## src/rtl/key_pkg.sv

```systemverilog
// Shared types for the pushbutton conditioner.
// Channel FSM encoding and parameter helpers.
package key_pkg;

  typedef enum logic [1:0] {
    RELEASED     = 2'd0,
    PRESS_WAIT   = 2'd1,
    PRESSED      = 2'd2,
    RELEASE_WAIT = 2'd3
  } key_state_t;

  function automatic int max2(
    input int a,
    input int b
  );
    return (a > b) ? a : b;
  endfunction

endpackage

```

## src/rtl/key_channel.sv

```systemverilog
// One key: 2-flop synchroniser, debounce FSM,
// edge pulses and auto-repeat timer.
module key_channel
  import key_pkg::*;
#(
  parameter int DEBOUNCE      = 4,
  parameter int REPEAT_DELAY  = 8,
  parameter int REPEAT_PERIOD = 4
) (
  input  logic clk,
  input  logic rst,
  input  logic key,
  input  logic repeat_en,
  output logic level,
  output logic press,
  output logic rel,
  output logic rpt
);

  localparam int DW   = $clog2(DEBOUNCE + 1);
  localparam int RMAX = max2(REPEAT_DELAY, REPEAT_PERIOD);
  localparam int RW   = $clog2(RMAX + 1);

  localparam logic [DW-1:0] D_ONE  = DW'(1);
  localparam logic [DW-1:0] D_LAST = DW'(DEBOUNCE);
  localparam logic [RW-1:0] R_ONE  = RW'(1);
  localparam logic [RW-1:0] R_DLY  = RW'(REPEAT_DELAY);
  localparam logic [RW-1:0] R_PER  = RW'(REPEAT_PERIOD);

  logic [1:0]    sync_q;
  logic          s;
  key_state_t    state, state_n;
  logic [DW-1:0] dcnt, dcnt_n, dinc;
  logic [RW-1:0] rcnt, rcnt_n, rinc;
  logic          rph, rph_n;
  logic          press_n, rel_n, rpt_n, level_n;

  assign s    = sync_q[1];
  assign dinc = dcnt + D_ONE;
  assign rinc = rcnt + R_ONE;

  // Bring the raw pin into the clock domain.
  always_ff @(posedge clk) begin
    if (rst) begin
      sync_q <= 2'b00;
    end else begin
      sync_q <= {sync_q[0], key};
    end
  end

  // Debounce FSM: a new level must hold DEBOUNCE samples.
  always_comb begin
    state_n = state;
    dcnt_n  = dcnt;
    press_n = 1'b0;
    rel_n   = 1'b0;
    unique case (state)
      RELEASED: begin
        if (s) begin
          if (DEBOUNCE == 1) begin
            state_n = PRESSED;
            press_n = 1'b1;
            dcnt_n  = '0;
          end else begin
            state_n = PRESS_WAIT;
            dcnt_n  = D_ONE;
          end
        end
      end
      PRESS_WAIT: begin
        if (!s) begin
          state_n = RELEASED;
          dcnt_n  = '0;
        end else if (dinc == D_LAST) begin
          state_n = PRESSED;
          press_n = 1'b1;
          dcnt_n  = '0;
        end else begin
          dcnt_n = dinc;
        end
      end
      PRESSED: begin
        if (!s) begin
          if (DEBOUNCE == 1) begin
            state_n = RELEASED;
            rel_n   = 1'b1;
            dcnt_n  = '0;
          end else begin
            state_n = RELEASE_WAIT;
            dcnt_n  = D_ONE;
          end
        end
      end
      RELEASE_WAIT: begin
        if (s) begin
          state_n = PRESSED;
          dcnt_n  = '0;
        end else if (dinc == D_LAST) begin
          state_n = RELEASED;
          rel_n   = 1'b1;
          dcnt_n  = '0;
        end else begin
          dcnt_n = dinc;
        end
      end
      default: begin
        state_n = RELEASED;
        dcnt_n  = '0;
      end
    endcase
  end

  // Repeat timer: initial delay phase, then period phase;
  // frozen while a release is being debounced.
  always_comb begin
    rcnt_n = rcnt;
    rph_n  = rph;
    rpt_n  = 1'b0;
    if (!repeat_en || press_n) begin
      rcnt_n = '0;
      rph_n  = 1'b0;
    end else if (state == PRESSED && state_n != RELEASED) begin
      if (rinc == (rph ? R_PER : R_DLY)) begin
        rpt_n  = 1'b1;
        rcnt_n = '0;
        rph_n  = 1'b1;
      end else begin
        rcnt_n = rinc;
      end
    end
  end

  // Level covers the release-debounce window too.
  always_comb begin
    level_n = (state_n == PRESSED) ||
              (state_n == RELEASE_WAIT);
  end

  // State, counters and registered outputs.
  always_ff @(posedge clk) begin
    if (rst) begin
      state <= RELEASED;
      dcnt  <= '0;
      rcnt  <= '0;
      rph   <= 1'b0;
      level <= 1'b0;
      press <= 1'b0;
      rel   <= 1'b0;
      rpt   <= 1'b0;
    end else begin
      state <= state_n;
      dcnt  <= dcnt_n;
      rcnt  <= rcnt_n;
      rph   <= rph_n;
      level <= level_n;
      press <= press_n;
      rel   <= rel_n;
      rpt   <= rpt_n;
    end
  end

endmodule

```

## src/rtl/key_conditioner.sv

```systemverilog
// Multi-channel pushbutton front end: one
// independent key_channel per key pin.
module key_conditioner
  import key_pkg::*;
#(
  parameter int NUM_KEYS      = 4,
  parameter int DEBOUNCE      = 4,
  parameter int REPEAT_DELAY  = 8,
  parameter int REPEAT_PERIOD = 4
) (
  input  logic                clk,
  input  logic                rst,
  input  logic [NUM_KEYS-1:0] key,
  input  logic [NUM_KEYS-1:0] repeat_en,
  output logic [NUM_KEYS-1:0] level,
  output logic [NUM_KEYS-1:0] press,
  output logic [NUM_KEYS-1:0] rel,
  output logic [NUM_KEYS-1:0] rpt
);

  for (genvar i = 0; i < NUM_KEYS; i++) begin : g_ch
    key_channel #(
      .DEBOUNCE     (DEBOUNCE),
      .REPEAT_DELAY (REPEAT_DELAY),
      .REPEAT_PERIOD(REPEAT_PERIOD)
    ) u_ch (
      .clk      (clk),
      .rst      (rst),
      .key      (key[i]),
      .repeat_en(repeat_en[i]),
      .level    (level[i]),
      .press    (press[i]),
      .rel      (rel[i]),
      .rpt      (rpt[i])
    );
  end

endmodule

```

## config.mk

```make
export PLATFORM = sky130hd
export DESIGN_NAME = key_conditioner
export DESIGN_NICKNAME = d
export VERILOG_FILES = /design/src/rtl/key_pkg.sv /design/src/rtl/key_channel.sv /design/src/rtl/key_conditioner.sv
export SDC_FILE = /design/constraint.sdc
export NUM_CORES = 1
export LEC_CHECK = 0
export CORE_UTILIZATION = 62
export CTS_CLUSTER_DIAMETER = 200
export DETAILED_ROUTE_END_ITERATION = 16
export PLACE_DENSITY = 0.85
export SLEW_MARGIN = 20
export SYNTH_ARGS = -nofsm -noshare
export SYNTH_HDL_FRONTEND = slang
export SYNTH_SLANG_ARGS = --single-unit
```

## constraint.sdc

```tcl
create_clock -name clk -period 2.6 [get_ports clk]
set_clock_uncertainty 0.15 [all_clocks]
set_input_delay 0.52 -clock clk [delete_from_list [all_inputs] [get_ports clk]]
set_output_delay 0.52 -clock clk [all_outputs]
set_load 0.05 [all_outputs]
```

==> reports/qor.csv <==
stage;metric;value;unit
synthesis;Most used DFF post-synth;dfxtp_1;
clock_network;CTS tree;done;
clock_network;cts repair resizes;0;
synthesis;Synth Area in Compound Gates;11.6;%
global_routing;GR Overflow Total;0;
global_routing;Total GRT Usage;21.6;%
cells_and_area;area delta synth->final;11.7;%
synthesis;top cells by count, synth;63 x dfxtp_1, 27 x nor2_1, 22 x nand2_1, 21 x a21oi_1, 19 x nor2b_1;
synthesis;Adder-Cell Fraction of Synth Area;6.26;%
die;Die Y;71.5;um
cells_and_area;fill cell count;333;
die;DIE WIDTH;71.5;um
drt;DRC violations left;0;
synthesis;multiplexer area fraction after synthesis;3.46;%
synthesis;Netlist cell types;46;
die;core box area;4500;um^2
synthesis;Post-synth EDFFs;0;
worst_setup_path;WP buf/inv;1;
cells_and_area;layout cells sized above 1;6.05;%
placed_design;pre-CTS setup slack;0.445;ns
worst_setup_path;CP Capture Type;output pin;
drt;DRT Pass-1 Iters;4;
cells_and_area;Antenna diodes;0;
timing;post-route minimum period;2.29;ns
worst_setup_path;critical path fanouts, max;7;
power_and_ir_drop;peak supply drop;316;uV
placed_design;PortBufs;25;
cells_and_area;Final nets;367;
synthesis;Mapped Nets;355;
die;die area;5120;um^2
run_status;outcome;finished clean;
die;Rows;24;
clock_network;hold_buf cts;0;
drt;Final ANT Viol Nets;0;
synthesis;Simple-Gate Fraction of Synth Area;26.0;%
timing;final hold vios;0;
clock_network;CTS clock-pin slew for the worst setup and hold paths;0.06;ns
hold_path;Hold Crit Class;flip-flop to flip-flop;
worst_setup_path;Worst path top cell family by delay;buffers and inverters;
global_routing;pin count of the biggest net entering global routing;20;
power_and_ir_drop;Power per Cell Area;532;nW/um^2
power_and_ir_drop;leakage power;0.00129;uW
worst_setup_path;slowest CP cell;clkdlybuf4s50_1;
synthesis;sequential share of the synthesized area;42.1;%
timing;Final Cycle Share;88.2;%
synthesis;largest family of logic cells by synthesized area;simple AND/OR/NAND/NOR gates;
drt;vias per inst;5.68;
drt;DR iter-0 viols;72;
drt;Routed WL per cell;12.6;um
placed_design;GP Congestion;0.831;
timing;final setup fails;0;
clock_network;CTS sink cnt;63;
timing;Hold Slack;0.286;ns
worst_setup_path;Worst setup SP type;flip-flop;
clock_network;TritonCTS Buffers;9;
worst_setup_path;Critical Path AT;1.62;ns
timing;Slew Limit Fails;0;
clock_network;Worst-Skew Late Latency;0.34;ns
worst_setup_path;Critical Path Max Stage Delay;0.85;ns
timing;crit path setup slack, layout;0.308;ns
timing;fmax;436;MHz
worst_setup_path;Critical Path, Cell by Cell;clkdlybuf4s50_1;
synthesis;post-synthesis cell count;330;
clock_network;Setup Fix Bufs, Post-CTS;0;
drt;Vias;2267;
synthesis;most frequent cell after synthesis;dfxtp_1;
synthesis;Synth Area per Inst;9.08;um^2
synthesis;YS warnings;0;
timing;Slew headroom;55.3;%
global_routing;global-route wire length before repair;8.48;mm
synthesis;post-synthesis xor/xnor area fraction;4.38;%
die;IO Pins;26;
synthesis;flops & latches, synth;63;
clock_network;CTS max path bufs;2;
global_routing;vias in the first global route;2051;
clock_network;# H-tree levels;3;
run;max cap viols;0;
timing;Slew @ Worst Pin;0.663;ns
synthesis;mapped cell area;3000;um^2
die;Initial Util;66.6;%
timing;setup TNS;0;ns
placed_design;DP HPWL;3.50;mm
clock_network;CTS root buffer;clkbuf_8;
global_routing;initial antenna violation count;0;
drt;final wirelength;5.03;mm
synthesis;FFs w/ async S/R, synth;0;%
worst_setup_path;critical path type;flip-flop to output pin;
synthesis;top cell type's share of synthesized area;42.1;%
worst_setup_path;CP required;1.93;ns
synthesis;largest cells by area after synthesis;dfxtp_1 42%, ha_1 6.3%, buf_4 4.0%, nor2b_1 4.0%, a21oi_1 3.5%;
synthesis;area leader, netlist;dfxtp_1;
timing;unrepaired setup endpoints after global routing;false;
layout make-up:
class                           instances  area, um^2  area share [%]
Multi-Input combinational cell        233        1550            46.2
Sequential cell                        63        1260            37.7
Clock buffer                           12         155            4.63
Timing Repair Buffer                   28         273            8.15
Clock inverter                          4        20.0           0.598
Tap cell                               52        65.1            1.94
Inverter                                7        26.3           0.785
flip-flops by register name, indices dropped and copies added, names as in the netlist:
| signal | flops |
|---|---|
| g_ch.u_ch.rcnt | 16 |
| g_ch.u_ch.dcnt | 12 |
| g_ch.u_ch.sync_q | 8 |
| g_ch.u_ch.state | 7 |
| g_ch.u_ch.level | 4 |
| g_ch.u_ch.press | 4 |
| g_ch.u_ch.rel | 4 |
| g_ch.u_ch.rph | 4 |
| g_ch.u_ch.rpt | 4 |
routing by layer:
metal	track usage, %	wire length [um]	up-vias
li1	-	-	1170
met1	24.2	2360	1059
met2	35.3	2370	28
met3	9.42	190	10
met4	10.7	108	0
met5	0	0	-
placed cells by master, fill, tap and decap left out, drive strengths merged, types with 3 or more instances in the layout:
cell type and instances:
dfxtp 63, nor2 27, clkdlybuf4s50 25, nand2 22, a21oi 21, nor2b 19, nand3 18, ha 15
clkbuf 12, xor2 10, nor3 9, nand2b 9, o21ai 9, inv 7, mux2i 7, nor4b 7
a211oi 7, xnor2 5, and3b 5, a31oi 4, nor3b 4, clkinv 4, and2 3, nor4bb 3
o211ai 3, buf 3
report_power, final:
group | internal, uW | leakage [uW] | switching (uW)
Clock | 391 | 0.0000959 | 347
Combinational | 28.7 | 0.000685 | 28.2
Sequential | 976 | 0.000510 | 10.7
Total | 1400 | 0.00129 | 386
worst reg2reg max path, stage by stage (launching register included):
cell and delay (ns):
dfxtp_1 0.40, ha_1 0.23, xor2_1 0.15, nand3_1 0.19, o21ai_0 0.61, and3b_1 0.25
metrics by stage:
stage	area [um^2]	total power [uW]	cells	util [%]
final	3350	1780	399	74.3
after CTS	3350	1800	399	74.3
after floorplan	3000	1040	330	-
after detailed placement	3170	1070	383	70.4
after global placement	3170	1060	383	70.4
after global routing	3350	1860	399	74.3
worst paths after layout:
kind	depth (start not counted)	to	slack (ns)	start
setup / recovery	1	level[3]	0.31	g_ch[3].u_ch.level
hold reg to reg	1	g_ch[0].u_ch.sync_q[1]	0.29	g_ch[0].u_ch.sync_q[0]
hold / removal	1	g_ch[0].u_ch.sync_q[1]	0.29	g_ch[0].u_ch.sync_q[0]
setup reg to reg	5	g_ch[2].u_ch.rpt	0.51	g_ch[2].u_ch.dcnt[0]
cells by family after synthesis:
family,after synthesis
AO/OA/AOI/OAI,55
XOR/XNOR,15
adder cells (fa/ha/maj),15
buffers and inverters,34
flip-flops,63
multiplexers,9
AND/OR/NAND/NOR,139
(Power assumes the default switching activity.)
